--- config.mk ---
export PLATFORM = sky130hd
export DESIGN_NAME = id_ex_stage
export DESIGN_NICKNAME = d
export VERILOG_FILES = /design/src/rtl/id_ex_stage.sv
export SDC_FILE = /design/constraint.sdc
export NUM_CORES = 1
export LEC_CHECK = 0
export ABC_CLOCK_PERIOD_IN_PS = 3690
export CAP_MARGIN = 20
export CORE_AREA = 2 2 145 147
export DETAILED_ROUTE_END_ITERATION = 6
export DIE_AREA = 0 0 147 149
export PLACE_DENSITY = 0.74
export SLEW_MARGIN = 10
export SYNTH_ARGS = -nofsm -noshare
export SYNTH_HDL_FRONTEND = slang
export SYNTH_SLANG_ARGS = --single-unit
export TNS_END_PERCENT = 5
--- constraint.sdc ---
create_clock -name clk -period 3.69 [get_ports clk]
set_clock_uncertainty 0.15 [all_clocks]
set_input_delay 0.738 -clock clk [delete_from_list [all_inputs] [get_ports clk]]
set_output_delay 0.738 -clock clk [all_outputs]
set_load 0.05 [all_outputs]
--- src/rtl/id_ex_stage.sv ---
// ID/EX pipeline register with load-use bubble insertion, EX hold and flush handling.
// Optional `ID_EX_PERF_EN adds stall and load-use bubble counters.
module id_ex_stage #(
  parameter int          CTRL_W   = 16,
  parameter logic [31:0] RESET_PC = 32'h0000_0000
) (
  input  logic              clk,
  input  logic              rst,
  input  logic              id_valid,
  input  logic [31:0]       id_pc,
  input  logic [4:0]        id_rs_addr,
  input  logic [4:0]        id_rt_addr,
  input  logic              id_uses_rs,
  input  logic              id_uses_rt,
  input  logic [4:0]        id_wr_addr,
  input  logic [31:0]       id_rs_data,
  input  logic [31:0]       id_rt_data,
  input  logic [31:0]       id_imm,
  input  logic [CTRL_W-1:0] id_ctrl,
  input  logic              id_mem_rd,
  input  logic              id_reg_wr,
  input  logic              flush,
  input  logic              ex_stall,
  input  logic              wb_reg_wr,
  input  logic [4:0]        wb_wr_addr,
  input  logic [31:0]       wb_wr_data,
  output logic              ex_valid,
  output logic [31:0]       ex_pc,
  output logic [31:0]       ex_rs_data,
  output logic [31:0]       ex_rt_data,
  output logic [31:0]       ex_imm,
  output logic [4:0]        ex_rs_addr,
  output logic [4:0]        ex_rt_addr,
  output logic [4:0]        ex_wr_addr,
  output logic [CTRL_W-1:0] ex_ctrl,
  output logic              ex_mem_rd,
  output logic              ex_reg_wr,
  output logic              id_stall,
  output logic              load_use
`ifdef ID_EX_PERF_EN
  ,
  output logic [31:0]       perf_stall_cnt,
  output logic [31:0]       perf_bubble_cnt
`endif
);

  logic              valid_q, valid_d;
  logic [31:0]       pc_q, pc_d, rs_data_q, rs_data_d, rt_data_q, rt_data_d, imm_q, imm_d;
  logic [4:0]        rs_addr_q, rs_addr_d, rt_addr_q, rt_addr_d, wr_addr_q, wr_addr_d;
  logic [CTRL_W-1:0] ctrl_q, ctrl_d;
  logic              mem_rd_q, mem_rd_d, reg_wr_q, reg_wr_d;
  logic              rs_hit, rt_hit, wb_hit;

  // ex_mem_rd is already qualified by ex_valid, so it alone marks a load in EX.
  assign rs_hit   = id_uses_rs && (id_rs_addr == wr_addr_q);
  assign rt_hit   = id_uses_rt && (id_rt_addr == wr_addr_q);
  assign load_use = id_valid && valid_q && mem_rd_q && (wr_addr_q != 5'd0) &&
                    (rs_hit || rt_hit) && !flush;
  assign id_stall = ex_stall || load_use;
  assign wb_hit   = wb_reg_wr && (wb_wr_addr != 5'd0) && valid_q;

  always_comb begin
    valid_d   = valid_q;
    pc_d      = pc_q;
    rs_data_d = rs_data_q;
    rt_data_d = rt_data_q;
    imm_d     = imm_q;
    rs_addr_d = rs_addr_q;
    rt_addr_d = rt_addr_q;
    wr_addr_d = wr_addr_q;
    ctrl_d    = ctrl_q;
    mem_rd_d  = mem_rd_q;
    reg_wr_d  = reg_wr_q;
    if (ex_stall) begin
      // Held operands track writeback so EX sees current values when it resumes.
      if (wb_hit && (wb_wr_addr == rs_addr_q)) rs_data_d = wb_wr_data;
      if (wb_hit && (wb_wr_addr == rt_addr_q)) rt_data_d = wb_wr_data;
    end else begin
      pc_d      = id_pc;
      rs_data_d = id_rs_data;
      rt_data_d = id_rt_data;
      imm_d     = id_imm;
      rs_addr_d = id_rs_addr;
      rt_addr_d = id_rt_addr;
      wr_addr_d = id_wr_addr;
      ctrl_d    = id_ctrl;
      if (flush || load_use) begin
        valid_d  = 1'b0;
        mem_rd_d = 1'b0;
        reg_wr_d = 1'b0;
      end else begin
        valid_d  = id_valid;
        mem_rd_d = id_mem_rd && id_valid;
        reg_wr_d = id_reg_wr && id_valid;
      end
    end
  end

  always_ff @(posedge clk or negedge rst) begin
    if (!rst) begin
      valid_q   <= 1'b0;
      pc_q      <= RESET_PC;
      rs_data_q <= '0;
      rt_data_q <= '0;
      imm_q     <= '0;
      rs_addr_q <= '0;
      rt_addr_q <= '0;
      wr_addr_q <= '0;
      ctrl_q    <= '0;
      mem_rd_q  <= 1'b0;
      reg_wr_q  <= 1'b0;
    end else begin
      valid_q   <= valid_d;
      pc_q      <= pc_d;
      rs_data_q <= rs_data_d;
      rt_data_q <= rt_data_d;
      imm_q     <= imm_d;
      rs_addr_q <= rs_addr_d;
      rt_addr_q <= rt_addr_d;
      wr_addr_q <= wr_addr_d;
      ctrl_q    <= ctrl_d;
      mem_rd_q  <= mem_rd_d;
      reg_wr_q  <= reg_wr_d;
    end
  end

  assign ex_valid   = valid_q;
  assign ex_pc      = pc_q;
  assign ex_rs_data = rs_data_q;
  assign ex_rt_data = rt_data_q;
  assign ex_imm     = imm_q;
  assign ex_rs_addr = rs_addr_q;
  assign ex_rt_addr = rt_addr_q;
  assign ex_wr_addr = wr_addr_q;
  assign ex_ctrl    = ctrl_q;
  assign ex_mem_rd  = mem_rd_q;
  assign ex_reg_wr  = reg_wr_q;

`ifdef ID_EX_PERF_EN
  logic [31:0] stall_cnt_q, bubble_cnt_q;

  // Bubbles are counted only when the load-use path actually wins the edge.
  always_ff @(posedge clk or negedge rst) begin
    if (!rst) begin
      stall_cnt_q  <= '0;
      bubble_cnt_q <= '0;
    end else begin
      if (id_stall) stall_cnt_q <= stall_cnt_q + 32'd1;
      if (!ex_stall && load_use) bubble_cnt_q <= bubble_cnt_q + 32'd1;
    end
  end

  assign perf_stall_cnt  = stall_cnt_q;
  assign perf_bubble_cnt = bubble_cnt_q;
`endif

endmodule

* Yosys cells after proc, flatten, opt, wreduce, memory -nomap -nowiden
Index checks and enable logic that the tools add are counted.
** Cells by class
- Muxes and demuxes :: 7
- Reduce and logical (&&, ||, !) cells :: 19
- Equality and inequality tests :: 6
** Operator list (count)
- $mux 32 :: 4
- $eq 5x5->1 :: 4
- $logic_and 1x1->1 :: 13
- $reduce_bool 5->1 :: 2
- $ne 2x1->1 const B :: 2
- $logic_or 1x1->1 :: 3
- $mux 1 :: 3
- $logic_not 1->1 :: 1
** Word-level totals
- Input port bits :: 206
- Bits in registers :: 162

* Longest topological paths before layout
- Depth after elaboration :: 7
- Gate-level depth with buffers :: 6

* Worst setup path after synthesis
No wires, ideal clock.
- Kind :: input to output
- From :: in id_rs_addr[1]
- To :: out load_use
- Arrival time :: 2410 ps
- Path buffers :: 0
- Setup slack :: 392 ps
- Stages :: 4
- Required time :: 2802 ps
- Path through :: xnor2_1 nand4_1 o22ai_1 nor3b_1
** On the way
- Word-level cells in the longest chain between the ends :: 5
** RTL lines
- from (decl) :: RTL line 11 : input logic [4:0] id_rs_addr,
- $eq 5x5->1 :: RTL line 55 : assign rs_hit = id_uses_rs && (id_rs_addr == wr_addr_q);
- $logic_and 1x1->1 :: RTL line 55
- $logic_or 1x1->1 :: RTL line 58 : (rs_hit || rt_hit) && !flush;
- $logic_and 1x1->1 :: RTL line 57 : assign load_use = id_valid && valid_q && mem_rd_q && (wr_addr_q != 5'd0) &&
- $logic_and 1x1->1 :: RTL line 58
- to (decl) :: RTL line 39 : output logic load_use
Every way passes these cells.

* Final worst setup path
Ends and elaborated chain as after synthesis.

==> reports/qor.yml <==
status: "complete, no violations"
cts_buffers: 17
synth.most_common_cell: "dfrtp_1"
worst-setup-path-type: "primary input to primary output"
tightest_slew_ns: 1.07
drtAntennaViolNets: 0
cp_max_fo: 5
postCtsSetupBuffers: 0
clock.fmax_mhz: 299
cts_buffer_depth: 2
yosys_register_bits: 162
pin_count: 370
post-route-period-util: 0.908
grt_pass1_wl_um: 38700
drt-wirelength-per-cell_um: 20.9
synth_flop_cell: "dfrtp_1"
dp.cells: 1194
finalCriticalPeriod_ns: 3.35
synth_nets: 799
min_path_type: "primary input to async pin"
hold_slack_ns: 0.158
core_area_um2: 20600
synth_top_area_share: 0.559
first_iter_violations: 449
r2r_setup_slack_ns: 1.59
place.gp.congestion: 0.804
synth_top_family_by_area: "compound AO/OA/AOI/OAI gates"
setup_tns_ns: 0
viasPerCell: 5.20
ys_seq_area_frac: 0.559
synth_simple_gate_area_frac: 0.0809
row_count: 53
finish.utilization: 0.575
ys_types: 30
antenna_found_initial: 2
vias: 6375
fin_nets: 1144
die_x_um: 147
fin_cells: 1226
clk_transition_reported_paths_ns: 0.07
synth_compound_area_frac: 0.154
worstSetupStartpointType: "primary input"
hpwl_um: 18000
dieArea_um2: 21900
drv_cap: 0
crit_buf_inv: 2
grt_max_degree: 96
drc: 0
synth.mux.area_fraction: 0.148
postSynthCellCount: 593
placed_cell_area_um2: 11200
ir_drop_uv: 316
area_growth_pct: 62.9
endpoint_kind: "primary output"
cpMaxStageDelayCell: "clkdlybuf4s50_1"
worstPathArrival_ns: 2.46
cts.sinks: 162
cts_tree: "yes"
setup_viol: 0
async_reset_ff_frac: 1.00
track_usage: 0.229
cp.required_ns: 2.80
leakagePower_nw: 4.75
maxSlewViolCount: 0
grt_pass1_vias: 6691
synth_fa_ha_area_frac: 0
hold_viol_final: 0
drive_gt1_frac: 0.160
cts-root-buf: "clkbuf_16"
netlist_top_cells_count: "dfrtp_1, mux2_2, a31oi_1"
place_ws_ns: 0.329
synth_xor_area_frac: 0.0242
worst_slack_ns: 0.340
slew_headroom: 0.285
synth_top_area_cell: "dfrtp_1"
grt_overflow: 0
crit_chain: "clkdlybuf4s50_1 -> xnor2_1 -> nand4_1 -> o22ai_1 -> nor3b_1 -> buf_12"
wl_um: 25700
synth.cell_area_um2: 7250
post_cts_resized: 0
syn_avg_cell_area_um2: 12.2
crit_family: "buffers and inverters"
fin_area_um2: 11800
port_buffers: 369
cts_max_level: 4
worstSkewPairLatency_ns: 0.42
power.density_nw_per_um2: 480
cpPeakStageDelay_ns: 0.51
synth-edff-count: 0
cts_hold_buf: 0
synth_area_leaders: "dfrtp_1, mux2_2, a221o_1"
totalPowerFinal_mw: 5.67
dr.pass1.iters: 5
rsz0062_at_grt: "no"
yosysWarningCount: 0
start_util: 0.353
die_h_um: 149
-- final cells by class --
type                       instances  area, µm²
tap                              275        344
timing repair buffer             381       3830
antenna                            1       2.50
clock inverter                    14        178
multi-input combinational        374       2970
fill                            1739       8750
sequential                       162       4050
clock buffer                      17        425
inverter                           2       7.51
-- kinds of logic (layout without fill, tap and decap cells) --
| group | after synthesis | count (layout) |
|---|---|---|
| other | 0 | 1 |
| DFF | 162 | 162 |
| muxes | 95 | 95 |
| AOI/OAI and AO/OA | 139 | 139 |
| buffers and inverters | 57 | 414 |
| xor gates and xnor gates | 20 | 20 |
| and+or+nand+nor | 120 | 120 |
-- cells in the final DEF (no fill, tap or decap), drive strengths merged, types with 3 or more instances in the layout --
| cell | instances |
|---|---|
| clkdlybuf4s50 | 365 |
| a221o | 58 |
| nand2 | 62 |
| a31oi | 64 |
| nand4 | 8 |
| xor2 | 4 |
| xnor2 | 16 |
| and2 | 29 |
| clkinvlp | 3 |
| o31ai | 6 |
| buf | 16 |
| clkbuf | 17 |
| inv | 8 |
| o21ai | 3 |
| dfrtp | 162 |
| nor2 | 9 |
| bufinv | 3 |
| mux2 | 95 |
-- state kept, by name (all words and copies together), names as in the netlist --
| register | cells |
|---|---|
| ex_rt_data | 32 |
| ex_ctrl | 16 |
| ex_rt_addr | 5 |
| ex_mem_rd | 1 |
| ex_reg_wr | 1 |
| ex_pc | 32 |
| ex_rs_addr | 5 |
| ex_imm | 32 |
| ex_valid | 1 |
| ex_wr_addr | 5 |
| ex_rs_data | 32 |
-- report_power, final --
| group | leakage, nW | internal (mW) | switching, mW | total, mW |
|---|---|---|---|---|
| sequential | 1.92 | 1.95 | 0.115 | 2.06 |
| combinational | 2.54 | 0.695 | 1.06 | 1.75 |
| clock | 0.289 | 1.07 | 0.781 | 1.86 |
-- path summary, 6_finish.rpt --
| kind | from | endpoint | depth (start not counted) |
|---|---|---|---|
| worst max-delay path | id_rs_addr[1] | load_use | 6 |
| worst min-delay path | rst | ex_imm[10] | 1 |
| worst max register to register | ex_valid | ex_rt_data[5] | 4 |
| worst min register to register | ex_imm[12] | ex_imm[12] | 1 |
| max in group asynchronous | rst | ex_rs_data[26] | 2 |
| min in group clk | ex_imm[12] | ex_imm[12] | 1 |
-- metal layers --
metal | wire [µm] | GRT usage
met4 | 637 | 0.0803
met3 | 2220 | 0.0734
met5 | 0 | 0
met2 | 12900 | 0.388
met1 | 9910 | 0.277
Power figures use the tool's default switching activity.
==> edit 1, RTL diff (same flow settings) <==
Build with the macro `ID_EX_PERF_EN` defined.
--- a/src/rtl/id_ex_stage.sv
+++ b/src/rtl/id_ex_stage.sv
@@ -1,4 +1,6 @@
 // ID/EX pipeline register with load-use bubble insertion, EX hold and flush handling.
 // Optional `ID_EX_PERF_EN adds stall and load-use bubble counters.
+`define ID_EX_PERF_EN
+
 module id_ex_stage #(
   parameter int          CTRL_W   = 16,
Formal check against the unedited RTL (old outputs only; new: perf_bubble_cnt and perf_stall_cnt): equivalent (Yosys induction, for registers that start in step).
==> edit 1 against the unedited design <==
  * Worst hold slack worse by 0.13 ns
  * Final area increased by 29%
  * Maximum frequency grew 7.2%
  * Routed wire length is 23% higher
  * Total power increased by 26%
  * Combinational power increased by 9%
  * Area after synthesis grew 35%
  * Sequential cell count is 64 higher
  * Worst setup slack better by 0.23 ns
  * Critical path type unchanged
  * Largest cell class unchanged
  * Highest routed layer is now met5
==> edit 1: results (changes against the unedited design) <==
The met2 track demand over resource in global routing is 0.509 (was 0.388). The worst IR drop on VDD is 398 uV (was 316 uV). The total wire length after detailed routing is 31,600 um (was 25,700 um).

The overall routing resource usage came out at 0.284 (was 0.229). Most frequent cells after synthesis: dfrtp_1 (226), mux2_2 (97), nor2_1 (84) (was dfrtp_1 (162), mux2_2 (95), a31oi_1 (64)). The clock buffer count from CTS came out at 24 (was 17).

The clock tree buffer depth came out at 3 (was 2). The number of H-tree branching levels came out at 1 (was 4). The sequential cell area fraction in the yosys report is 0.576 (was 0.559).

The post-synthesis area per instance is 12.5 sq um (was 12.2 sq um). The met1 routing resource usage after global routing was 0.342 (was 0.277). The quantity of I/O buffers inserted on ports is 433 (was 369). The number of nets in the layout is 1,423 (was 1,144). The routability-driven placement congestion ratio came out at 0.867 (was 0.804). The pin count of the biggest net entering global routing came out at 195 (was 96). The worst-path maximum fanout was 6 (was 5). The worst slack at placement is 0.378 ns (was 0.329 ns).

The length of routed met3 wiring is 2580 um (was 2220 um). Status: finished, final reports clean (unchanged). The worst reg2reg path startpoint was ex_rt_addr[3]$_DFFE_PN0N_ (was ex_valid$_DFFE_PN0N_). The critical path data arrival time is 2.24 ns (was 2.46 ns). The fraction of layout cells with a size suffix above 1 is 0.129 (was 0.160). The proportion of total power due to net switching came out at 0.319 (was 0.344).

The number of design-rule violations left by the first detailed-router iteration came out at 344 (was 449). The depth of the worst register-to-register path is 5 (was 4). The synthesized net count is 994 (was 799). The fraction of met3 tracks used by global routing is 0.0862 (was 0.0734). The post-route met1 wirelength is 12,100 um (was 9910 um). The reg-to-reg setup timing slack is 1.23 ns (was 1.59 ns). The count of different cell masters after synthesis is 37 (was 30).

The clock latency reported for the late side of the worst-skew pair is 0.50 ns (was 0.42 ns). The endpoint of the worst-slack reg-to-reg timing path is ex_rt_data[1]$_DFFE_PN0P_ (was ex_rt_data[5]$_DFFE_PN0P_). The leakage power of the design came out at 6.73 nW (was 4.75 nW). Top area cells in the synthesized netlist: dfrtp_1 (58%), mux2_2 (11%), mux2i_1 (6.5%), xnor2_1 (5.0%), a21oi_1 (3.3%) (was dfrtp_1 (56%), mux2_2 (15%), a221o_1 (8.0%), a31oi_1 (5.5%), nand2_1 (3.2%)). The half-perimeter wire length after placement is 23,800 um (was 18,000 um). The hold slack came out at 0.0286 ns (was 0.158 ns). The critical path startpoint is id_rs_addr[2] (was id_rs_addr[1]).

The normalized max-slew margin is 0.377 (was 0.285). The global-route wire length before repair came to 48,100 um (was 38,700 um). The routed length on met2 is 16,300 um (was 12,900 um). The vias after detailed routing was 7,760 (was 6,375). The number of antenna violations at the first check in global routing came out at 4 (was 2).
edit 1: critical path, cell delays in order:
cell             delay, ns
clkdlybuf4s50_1       0.52
xnor2_1               0.13
nand4_1               0.12
o22ai_2               0.35
and2_1                0.23
buf_12                0.15
edit 1: kinds of logic after synthesis:
logic type,Yosys count,synth area share
buffers and inverters,45,0.0255
flip-flops,226,0.576
AND/OR/NAND/NOR,199,0.107
adder cells (fa/ha/maj),2,0.00255
AO/OA/AOI/OAI,71,0.0389
XOR/XNOR,82,0.0732
multiplexers,161,0.177
edit 1: final cells by class:
| cell class | instances | area, sq um |
|---|---|---|
| diodes | 4 | 10.0 |
| clock inverters | 6 | 55.1 |
| clock buffers | 37 | 731 |
| well taps | 275 | 344 |
| flip-flops and latches | 226 | 5660 |
| fillers | 1418 | 5360 |
| inverters | 6 | 22.5 |
| multi-input cells | 515 | 3910 |
| repair buffers | 442 | 4470 |
edit 1: worst max path at each step:
stage / end / slack (ns) / cells after the start
floorplan: id_stall / 1.02 / 5
global placement: ex_rt_data[15]$_DFFE_PN0P_ / 0.46 / 6
global route: load_use / 0.51 / 6
finish: load_use / 0.57 / 6
detailed placement: ex_rt_data[13]$_DFFE_PN0P_ / 0.38 / 6
CTS: load_use / 0.56 / 6
edit 1: power groups by stage:
stage / Sequential, mW / Clock (mW) / Combinational (mW)
2_1_floorplan: 3.60 / 0 / 0.334
3_3_place_gp: 2.88 / 0 / 1.90
3_5_place_dp: 2.88 / 0 / 1.91
4_1_cts: 2.84 / 2.44 / 1.92
5_1_grt: 2.87 / 2.54 / 1.99
6_report: 2.84 / 2.39 / 1.90
==> edit 2, RTL diff (same settings) <==
Without the edit above. `imm_q` no longer has a reset.
--- a/src/rtl/id_ex_stage.sv
+++ b/src/rtl/id_ex_stage.sv
@@ -103,5 +103,4 @@
       rs_data_q <= '0;
       rt_data_q <= '0;
-      imm_q     <= '0;
       rs_addr_q <= '0;
       rt_addr_q <= '0;
@@ -115,5 +114,4 @@
       rs_data_q <= rs_data_d;
       rt_data_q <= rt_data_d;
-      imm_q     <= imm_d;
       rs_addr_q <= rs_addr_d;
       rt_addr_q <= rt_addr_d;
@@ -123,4 +121,8 @@
       reg_wr_q  <= reg_wr_d;
     end
+  end
+
+  always_ff @(posedge clk) begin
+    imm_q <= imm_d;
   end
 
Formal check against the unedited RTL: not equivalent (a bounded check fails within 4 cycles, from zero or initial values and one cycle with rst low).
==> edit 2 against the unedited design <==
  * Final area shrank 1.6%
  * Critical path type unchanged
  * Maximum frequency shrank 1.6%
  * Routed wire length shrank 6.0%
  * Critical path depth is the same
  * Sequential cell count is the same
  * Total power shrank 2.6%
  * Non-clock buffer count is the same
  * Critical endpoint unchanged
  * Worst setup slack lost 0.055 ns
  * Area after synthesis shrank 2.9%
  * Synthesized cell count shrank 5.9%
==> edit 2: results (changes against the unedited design) <==
The endpoint of the worst-slack reg-to-reg timing path is ex_rs_data[3]$_DFFE_PN0P_ (was ex_rt_data[5]$_DFFE_PN0P_). The worst slack at placement is 0.293 ns (was 0.329 ns). The area added between synthesis and finish is 65.1% (was 62.9%). The post-route met1 wirelength is 9640 um (was 9910 um).

The routability-driven placement congestion ratio came out at 0.803 (was 0.804). The first-pass iteration count of the detailed router is 5 (unchanged). The per-cell via count in the routed design is 5.16 (was 5.20).

The fraction of layout cells with a size suffix above 1 came to 0.131 (was 0.160). Most frequent cells after synthesis: dfrtp_1 (130), a31oi_1 (64), mux2_2 (63) (was dfrtp_1 (162), mux2_2 (95), a31oi_1 (64)). The met2 track demand over resource in global routing came out at 0.368 (was 0.388). The sequential cell fraction of total power came out at 0.379 (was 0.364).

The fraction of met3 tracks used by global routing is 0.0544 (was 0.0734). Top area cells in the synthesized netlist: dfrtp_1 (46%), edfxtp_1 (14%), mux2_2 (10%), a221o_1 (8.2%), a31oi_1 (5.7%) (was dfrtp_1 (56%), mux2_2 (15%), a221o_1 (8.0%), a31oi_1 (5.5%), nand2_1 (3.2%)). The placed cell count came out at 1,162 (was 1,194). The half-perimeter wire length after placement came to 17,100 um (was 18,000 um). The root buffer selected by CTS is clkbuf_16 (unchanged). The synthesized net count is 764 (was 799). The count of different cell masters after synthesis came out at 31 (was 30).

The average wire length per cell after detail routing is 20.2 um (was 20.9 um). The leakage power of the design came out at 4.57 nW (was 4.75 nW). The via count of the first global-routing pass came out at 6,172 (was 6,691). The number of antenna violations at the first check in global routing came out at 1 (was 2).

The critical path data arrival time was 2.52 ns (was 2.46 ns). The uppermost layer routed is met4 (unchanged). The areal power density over the cells is 475 nW/um^2 (was 480 nW/um^2).

The routed length on met2 came out at 12,100 um (was 12,900 um). The total wire length after detailed routing came out at 24,100 um (was 25,700 um). The number of design-rule violations left by the first detailed-router iteration came to 393 (was 449).

The sequential cell area fraction in the yosys report is 0.599 (was 0.559). The reg-to-reg setup timing slack came out at 1.64 ns (was 1.59 ns). The worst IR drop on VDD is 283 uV (was 316 uV). The met1 routing resource usage after global routing is 0.268 (was 0.277). The pin count of the biggest net entering global routing came out at 124 (was 96). The clock network power came to 1.77 mW (was 1.86 mW). The share of async-settable or async-resettable flops after synthesis was 0.802 (was 1.00). The depth of the worst register-to-register path came out at 4 (unchanged).

The global-route wire length before repair is 36,100 um (was 38,700 um). The slew at the pin closest to its max-slew limit is 0.857 ns (was 1.07 ns). The most instantiated flip-flop cell in the synthesis netlist is dfrtp_1 (unchanged).

The number of H-tree branching levels is 4 (unchanged). The number of synthesized flops with an enable pin came out at 32 (was 0). The worst-path maximum fanout came out at 5 (unchanged). The cell internal power dissipation is 3.62 mW (was 3.72 mW). The length of routed met3 wiring came out at 1850 um (was 2220 um). Status: finished, final reports clean (unchanged). The number of nets in the layout came out at 1,112 (was 1,144). The count of mapped cells out of synthesis is 558 (was 593). The overall routing resource usage is 0.215 (was 0.229).
-- edit 2: changes by cell type in the layout (fill, tap and decap cells not counted), moves of 2 or more --
cell / unedited run / this run
edfxtp_1: 0 / 32
dfrtp_1: 162 / 130
mux2_2: 95 / 63
inv_8: 1 / 3
clkinv_4: 0 / 3
bufinv_16: 3 / 1
buf_12: 4 / 6
buf_4: 10 / 8
-- edit 2: per-stage QoR --
step,util,hold slack (ns),instance area [sq um]
floorplan,-,0.292,7040
detailed placement,0.537,0.334,11000
global route,0.565,0.289,11600
finish,0.565,0.224,11600
CTS,0.565,0.273,11600
global placement,0.537,0.325,11000
-- edit 2: cell families after synthesis --
kind of cell              Yosys count  synth area share
and+or+nand+nor                   120            0.0834
xor gates and xnor gates           20            0.0249
muxes                              63             0.101
AOI/OAI and AO/OA                 139             0.159
buffers and inverters              54            0.0331
DFF                               162             0.599
-- edit 2: worst register-to-register path, stage by stage, from the launching register on --
cell     delay (ns)
dfrtp_1        0.48
o211a_2        0.57
buf_12         0.32
a31oi_1        0.13
a221o_1        0.29
-- edit 2: area by class of cell --
type / instances / area, sq um
inverter: 2 / 8.76
sequential: 162 / 4210
multi-input combinational: 342 / 2610
clock inverter: 14 / 144
tap: 275 / 344
timing repair buffer: 381 / 3860
clock buffer: 18 / 439
fill: 1743 / 8930
antenna: 1 / 2.50
-- edit 2: worst max path at each step --
stage	cells past startpoint	slack, ns	startpoint	end
CTS	6	0.28	id_rs_addr[1]	load_use
detailed placement	6	0.29	id_rs_addr[1]	load_use
global placement	6	0.33	id_rs_addr[4]	load_use
floorplan	4	0.39	id_rs_addr[1]	load_use
finish	6	0.28	id_rs_addr[1]	load_use
global route	6	0.18	id_rs_addr[1]	load_use
